[config.mk]
export PLATFORM = sky130hd
export DESIGN_NAME = stopwatch_ctrl
export DESIGN_NICKNAME = d
export VERILOG_FILES = /design/src/rtl/stopwatch_ctrl.sv
export SDC_FILE = /design/constraint.sdc
export NUM_CORES = 1
export LEC_CHECK = 0
export ABC_AREA = 1
export CORE_MARGIN = 5
export CORE_UTILIZATION = 40
export CTS_CLUSTER_DIAMETER = 60
export CTS_CLUSTER_SIZE = 8
export DETAILED_ROUTE_END_ITERATION = 10
export DONT_BUFFER_PORTS = 1
export SLEW_MARGIN = 20
export SYNTH_ARGS = -nofsm -noshare
export SYNTH_HDL_FRONTEND = slang
export SYNTH_SLANG_ARGS = --single-unit
[constraint.sdc]
create_clock -name clk -period 4.03 [get_ports clk]
set_input_delay 0.6045 -clock clk [delete_from_list [all_inputs] [get_ports clk]]
set_output_delay 0.6045 -clock clk [all_outputs]
set_load 0.02 [all_outputs]
[src/rtl/stopwatch_ctrl.sv]
// Mode/sequencing controller for the MM:SS stopwatch datapath: turns buttons, switches and tick
// strobes into clear/step strobes, count direction and a blink mask. Optional lap: STOPWATCH_LAP_EN.
module stopwatch_ctrl #(
  parameter int unsigned ADJ_DIV   = 1,
  parameter int unsigned BLINK_DIV = 1
) (
  input  logic       clk,
  input  logic       rst,
  input  logic       tick_1hz,
  input  logic       tick_2hz,
  input  logic       pause_btn,
  input  logic       clr_btn,
  input  logic       sw_sel,
  input  logic       sw_adj,
  input  logic       sw_dn,
  input  logic       at_zero,
`ifdef STOPWATCH_LAP_EN
  input  logic       lap_btn,
  output logic       lap_hold,
`endif
  output logic       cnt_clr,
  output logic       sec_step,
  output logic       min_step,
  output logic       cnt_dn,
  output logic [3:0] blank_an,
  output logic       run_led,
  output logic [1:0] state_o
);

  localparam logic [1:0] CLEAR  = 2'b00;
  localparam logic [1:0] RUN    = 2'b01;
  localparam logic [1:0] PAUSE  = 2'b10;
  localparam logic [1:0] ADJUST = 2'b11;

  localparam logic [3:0] ADJ_LAST   = 4'(ADJ_DIV - 1);
  localparam logic [3:0] BLINK_LAST = 4'(BLINK_DIV - 1);

  logic [1:0] state, state_n;
  logic       pause_prev, clr_prev, sel_prev;
  logic       pause_rise, clr_rise;
  logic       phase, phase_n;
  logic [3:0] adj_cnt, adj_cnt_n;
  logic [3:0] blink_cnt, blink_cnt_n;
  logic       clr_n, sec_n, min_n, dn_n, run_n;
  logic [3:0] blank_n;

`ifdef STOPWATCH_LAP_EN
  logic lap_prev, lap_rise, lap_n;
  assign lap_rise = lap_btn & ~lap_prev;
`endif

  assign pause_rise = pause_btn & ~pause_prev;
  assign clr_rise   = clr_btn & ~clr_prev;
  assign state_o    = state;

  always_comb begin
    // NOTE: every signal gets a default before any branch, so no path can leave one unassigned
    // and infer a latch.
    state_n     = state;
    clr_n       = 1'b0;
    sec_n       = 1'b0;
    min_n       = 1'b0;
    dn_n        = 1'b0;
    blank_n     = 4'b0000;
    phase_n     = phase;
    adj_cnt_n   = adj_cnt;
    blink_cnt_n = blink_cnt;

    if (clr_rise) begin
      state_n = CLEAR;
    end else begin
      case (state)
        CLEAR: begin
          state_n = PAUSE;
          clr_n   = 1'b1;
        end
        PAUSE: begin
          if (sw_adj)          state_n = ADJUST;
          else if (pause_rise) state_n = RUN;
        end
        RUN: begin
          if (sw_adj)          state_n = ADJUST;
          else if (pause_rise) state_n = PAUSE;
          else if (tick_1hz) begin
            // Counting down stops at 00:00 instead of wrapping.
            if (sw_dn && at_zero) state_n = PAUSE;
            else                  sec_n   = 1'b1;
          end
        end
        ADJUST: begin
          if (!sw_adj) begin
            state_n = PAUSE;
          end else begin
            if (sw_sel != sel_prev) begin
              adj_cnt_n = 4'd0;
            end else if (tick_2hz) begin
              if (adj_cnt == ADJ_LAST) begin
                adj_cnt_n = 4'd0;
                if (sw_sel) min_n = 1'b1;
                else        sec_n = 1'b1;
              end else begin
                adj_cnt_n = adj_cnt + 4'd1;
              end
            end
            if (tick_2hz) begin
              if (blink_cnt == BLINK_LAST) begin
                blink_cnt_n = 4'd0;
                phase_n     = ~phase;
              end else begin
                blink_cnt_n = blink_cnt + 4'd1;
              end
            end
            // The pair being stepped stays lit in the step cycle so the new value is visible.
            if (phase_n && !(sec_n || min_n))
              blank_n = sw_sel ? 4'b1100 : 4'b0011;
          end
        end
        default: state_n = CLEAR;
      endcase
    end

    if (state_n != ADJUST) begin
      adj_cnt_n   = 4'd0;
      blink_cnt_n = 4'd0;
      phase_n     = 1'b0;
      blank_n     = 4'b0000;
    end
    if (state_n == RUN) dn_n = sw_dn;
    run_n = (state_n == RUN);

`ifdef STOPWATCH_LAP_EN
    lap_n = lap_hold;
    if (state_n != RUN)                  lap_n = 1'b0;
    else if (state == RUN && lap_rise)   lap_n = ~lap_hold;
`endif
  end

  always_ff @(posedge clk or posedge rst) begin
    if (rst) begin
      state      <= CLEAR;
      pause_prev <= 1'b0;
      clr_prev   <= 1'b0;
      sel_prev   <= 1'b0;
      phase      <= 1'b0;
      adj_cnt    <= 4'd0;
      blink_cnt  <= 4'd0;
      cnt_clr    <= 1'b0;
      sec_step   <= 1'b0;
      min_step   <= 1'b0;
      cnt_dn     <= 1'b0;
      blank_an   <= 4'b0000;
      run_led    <= 1'b0;
`ifdef STOPWATCH_LAP_EN
      lap_prev   <= 1'b0;
      lap_hold   <= 1'b0;
`endif
    end else begin
      // NOTE: non-blocking assignments here so every register samples pre-edge values,
      // independent of statement order.
      state      <= state_n;
      pause_prev <= pause_btn;
      clr_prev   <= clr_btn;
      sel_prev   <= sw_sel;
      phase      <= phase_n;
      adj_cnt    <= adj_cnt_n;
      blink_cnt  <= blink_cnt_n;
      cnt_clr    <= clr_n;
      sec_step   <= sec_n;
      min_step   <= min_n;
      cnt_dn     <= dn_n;
      blank_an   <= blank_n;
      run_led    <= run_n;
`ifdef STOPWATCH_LAP_EN
      lap_prev   <= lap_btn;
      lap_hold   <= lap_n;
`endif
    end
  end

  a_step_exclusive: assert property (@(posedge clk) disable iff (rst) !(sec_step && min_step));
  a_no_step_on_clr: assert property (@(posedge clk) disable iff (rst)
                                     !(cnt_clr && (sec_step || min_step)));

endmodule

==> flow_summary.ini, run 1 <==
[outcome]
status = finished, final reports clean

[synth]
synth_area_sq_um = 1100
synth_fp_nets = 144
yosys-top-cells-area = dfrtp_1, nand2_1, nand3_1, inv_1, nor2_1
ys_warn_count = 0
yosysTopAreaCellShare_pct = 47.8
yosysTopAreaCell = dfrtp_1
synth_cells = 130
ys_seq_area_share_pct = 47.8
ys_seq_elements = 21
yosysUniqueCellTypes = 24
synth_area_per_cell_sq_um = 8.45

[min_path]
hold_path_class = in -> async

[clocking]
clock_sinks = 21
htreeDepth = 1
clkLatencyLatePin_ns = 0.30
clkTransAtPathRegs_ns = 0.11
cts_resized = 0
cts_setup_buffers = 0
cts_tree = yes
clockRootBuffer = clkbuf_4
cts_hold_buf = 0
cts_buffers = 3
clockBufferDepth = 2

[critical_path]
criticalPathCategory = reg -> reg
arrival_ns = 1.69
cp-end-kind = register
regToRegStartpoint = state_o[1]
required_ns = 4.23
critPathLaunchType = register
startpoint = state_o[1]
crit_fanout = 7

[sta]
finalCriticalPeriod_ns = 1.50
tightest_slew_ns = 0.752
drv_slew = 0
rsz0062_at_grt = false
hold_viol_final = 0
max_clock_freq_mhz = 668
slew_headroom_pct = 49.8
hold_slack_ns = 0.313
final.setup.tns_ns = 0
setup_ws_ns = 2.53
post-route-period-util_pct = 37.2
finalSetupViolCount = 0
fin_skew_ns = 0.00553

[drt]
wl_per_cell_um = 11.6
drtPass1Iterations = 4
via_per_inst = 5.13
vias = 836
drt_wl_total_mm = 1.89
postRouteAntennaNets = 0
drc = 0
drt_iter0_markers = 21

[final_layout]
layout-drive-gt1-share_pct = 14.4
syn2layout_area_growth_pct = 4.56
nets = 147
final_core_util_pct = 42.8
diodes = 0
fill_cells = 274

[die]
rows = 19
dieArea_sq_um = 3890
die_h_um = 62.4
dieWidth_um = 62.4
boundaryPins = 21
initial_core_util_pct = 40.9
core-area_sq_um = 2690

[global_route]
grt_pass1_vias = 766
track_usage_pct = 10.5
antenna_found_initial = 0
gr-total-overflow = 0
grt_max_degree = 22
grt_first_pass_wirelength_mm = 3.33

[pwr]
power.total_mw = 0.392
cellPowerDensity_nw_per_um2 = 341
max-vdd-ir-drop_mv = 0.292
total_leakage_power_nw = 0.566

[placement]
routabilityCongestion = 0.963
port-buffer-count = 0
place_hpwl_mm = 1.55
post-place-ws_ns = 2.43

[job]
cap_violations = 0
-- where the power goes --
group	internal, mW	switching [mW]	total, mW
clock network	0.0386	0.0578	0.0963
logic	0.0168	0.0431	0.0599
registers	0.219	0.0163	0.236
-- cell usage after synthesis --
master	n
a21oi_1	6
a21oi_2	5
and3_1	1
buf_4	2
dfrtp_1	21
ha_1	4
inv_1	18
inv_2	2
inv_4	1
nand2_1	23
nand2_2	1
nand2_4	1
nand3_1	14
nand3_2	2
nand4_1	1
nor2_1	15
nor2_2	2
nor2_4	1
nor3_1	3
nor4_1	1
o21ai_0	2
o21ai_2	1
xnor2_1	2
xor2_1	1
-- area by class of cell --
cell class	count	area [sq um]	area share (%)
well taps	31	38.8	3.38
clock buffers	4	26.3	2.29
inverters	21	81.3	7.08
multi-input cells	86	477	41.5
flip-flops and latches	21	526	45.8
-- metrics by stage --
step	std cells	cell area (sq um)
2_1_floorplan	130	1100
3_3_place_gp	159	1120
3_5_place_dp	159	1120
4_1_cts	163	1150
5_1_grt	163	1150
6_report	163	1150
-- routing by layer --
layer	share of wire, %	track usage (%)
met1	45	12.8
met2	47	16.8
met3	7.3	4.68
met4	0.53	2.39
met5	0	0
-- worst max-delay path, stage by stage, from the launching register on --
cell	delay, ns
dfrtp_1	0.53
inv_1	0.11
nor2_1	0.13
nand3_1	0.11
a21oi_2	0.25
nor2_4	0.10
inv_4	0.11
nor2_1	0.05
-- placed cells by master (no fill, tap or decap), drive strengths merged --
| cell type | n |
|---|---|
| nand2 | 25 |
| inv | 21 |
| nand4 | 1 |
| clkbuf | 4 |
| nand3 | 16 |
| nor3 | 3 |
| and3 | 1 |
| nor4 | 1 |
| xnor2 | 2 |
| ha | 4 |
| xor2 | 1 |
| a21oi | 11 |
| nor2 | 18 |
| o21ai | 3 |
| dfrtp | 21 |
-- cell families (layout without fill, tap and decap cells) --
logic type | Yosys count | in the layout | share of synthesized area, %
adders and majority gates | 4 | 4 | 4.56
xor gates and xnor gates | 3 | 3 | 2.39
DFF | 21 | 21 | 47.8
buffers and inverters | 23 | 25 | 8.77
and+or+nand+nor | 65 | 65 | 28.0
AOI/OAI and AO/OA | 14 | 14 | 8.43
-- sequential cells by signal, indices dropped and copies added, names as in the netlist, 2 cells and up --
name,count
blank_an,2
adj_cnt,4
state_o,2
blink_cnt,4
-- path summary, 6_finish.rpt --
path                       cells past startpoint            to  slack [ns]
max reg2reg                                    7  blink_cnt[3]        2.53
min reg2reg                                    2    adj_cnt[3]        0.58
min                                            1  blink_cnt[0]        0.31
min in group clk                               0      sel_prev        0.32
max in group asynchronous                      1   blank_an[1]        3.25
max                                            7  blink_cnt[3]        2.53
No activity file was read; power rests on OpenSTA's default activity.
==> run 2, diff against run 1 <==
- clock period: 4.03 -> 1.4 ns (I/O delays scaled with it)
==> run 2 against run 1 <==
Effect of this change: sequential share of layout area shrank 7.0 points; clock skew shrank 0.0034 ns; total power grew to 3.2 times the previous value; final cell count grew 9.2%; design area grew 19%; clock-buffer cell count is the same; highest routed layer unchanged.
==> flow_summary.ini, run 2 (synthesis gave the netlist of run 1 again) <==
[drt]
via_per_inst = 4.87
drc = 0
postRouteAntennaNets = 0
vias = 867
drt_wl_total_mm = 2.15
wl_per_cell_um = 12.1
drt_iter0_markers = 7
drtPass1Iterations = 4

[placement]
port-buffer-count = 0
routabilityCongestion = 0.769
dp_cells = 164
place_hpwl_mm = 1.60

[final_layout]
fill_cells = 251
diodes = 0
layout.cells.non_filler = 178
multi_input_area_sq_um = 562
nets = 162
syn2layout_area_growth_pct = 24.0
register_area_sq_um = 528
layout-drive-gt1-share_pct = 31.3
mostFrequentLayoutCells = nand2_1, dfrtp_1, inv_1
reg_top3 = adj_cnt x4, blink_cnt x4

[outcome]
status = finished, final reports clean

[sta]
finalSetupViolCount = 0
slew_headroom_pct = 76.2
rsz0062_at_grt = true
tightest_slew_ns = 0.357
drv_slew = 0
hold_viol_final = 0
final.setup.tns_ns = 0
max_clock_freq_mhz = 716
fin_skew_ns = 0.00216
post-route-period-util_pct = 99.8
finalCriticalPeriod_ns = 1.40

[global_route]
grt_max_degree = 14
grt_first_pass_wirelength_mm = 3.70
use_met1_pct = 15.6
antenna_found_initial = 0
grt_pass1_vias = 866
track_usage_pct = 11.7
use_met2_pct = 17.0
gr-total-overflow = 0
top_usage_layer = met2
grtUsageMet3_pct = 3.78

[clocking]
clkTransAtPathRegs_ns = 0.11
clock_sinks = 21
cts_tree = yes
cts_buffers = 3
clockBufferDepth = 2
htreeDepth = 1
clockRootBuffer = clkbuf_4
clkLatencyLatePin_ns = 0.30

[die]
boundaryPins = 21
dieArea_sq_um = 3890
core-area_sq_um = 2690
dieWidth_um = 62.4
die_h_um = 62.4
initial_core_util_pct = 40.9
rows = 19

[critical_path]
cp-end-kind = register
critPathLaunchType = register
path_common_cell = nand2_2
crit_path_top_delay_cell = dfrtp_1
critPathBufInv = 1
required_ns = 1.64
crit_chain = inv_1, ha_1, nand2_2, nor2_4, nand2_2, xnor2_2, nand2_1, a21oi_2
criticalPathCategory = reg -> reg
crit_fanout = 4
arrival_ns = 1.64
critPathMaxStageDelay_ns = 0.43
cp_top_family = flip-flops

[pwr]
max-vdd-ir-drop_mv = 0.593
total_leakage_power_nw = 0.650
cellPowerDensity_nw_per_um2 = 907

[min_path]
hold_path_class = in -> reg

[job]
cap_violations = 0
run 2: cell count changes in the layout (fill, tap and decap cells not counted), sizes merged:
| cell | before | now |
|---|---|---|
| buf | 0 | 11 |
| dlygate4sd3 | 0 | 4 |
run 2: through the flow:
| stage | util, % | area (sq um) | power (mW) | setup WS, ns | hold slack, ns |
|---|---|---|---|---|---|
| floorplan | - | 1100 | 0.835 | 0.0706 | 0.187 |
| finish | 50.7 | 1360 | 1.24 | 0.00294 | 0.0592 |
| CTS | 45.6 | 1230 | 1.19 | 0.00754 | 0.0477 |
| detailed placement | 43.2 | 1160 | 0.888 | 0.0200 | 0.0814 |
| global route | 50.7 | 1360 | 1.31 | -0.151 | 0.0563 |
| global placement | 43.2 | 1160 | 0.884 | 0.0693 | 0.0925 |
run 2: report_power, final:
group	internal [mW]	switching [mW]
combinational	0.104	0.170
sequential	0.634	0.0389
clock	0.111	0.178
total	0.849	0.387
run 2: timing repair:
| item | 4_1_cts | 5_1_grt |
|---|---|---|
| hold buffers | 4 | 0 |
| hold endpoints to repair | 11 | 0 |
| buffers inserted | 0 | 6 |
| resized for setup | 0 | 24 |
| setup endpoints to repair | 0 | 13 |
run 2: cell type report:
class,instances,share of cell area (%)
Sequential cell,21,38.8
Clock buffer,4,1.93
Multi-Input combinational cell,86,41.2
Inverter,21,5.97
Timing Repair Buffer,15,9.27
Tap cell,31,2.85
run 2: final timing paths:
check | from | endpoint | slack, ns | cells after the start
max | blink_cnt[1] | phase | 0.003 | 8
min | sw_sel | min_step | 0.06 | 2
max reg2reg | blink_cnt[1] | phase | 0.003 | 8
min reg2reg | state_o[0] | cnt_clr | 0.53 | 1
max in group asynchronous | rst | state_o[1] | 0.61 | 3
min in group asynchronous | rst | blink_cnt[2] | 0.29 | 2
run 2: metal layers:
layer  vias up  share of wire [%]
met5         -                  0
met1       407                 46
met3         4                4.3
met2        11                 49
met4         0                1.4
li1        445                  -
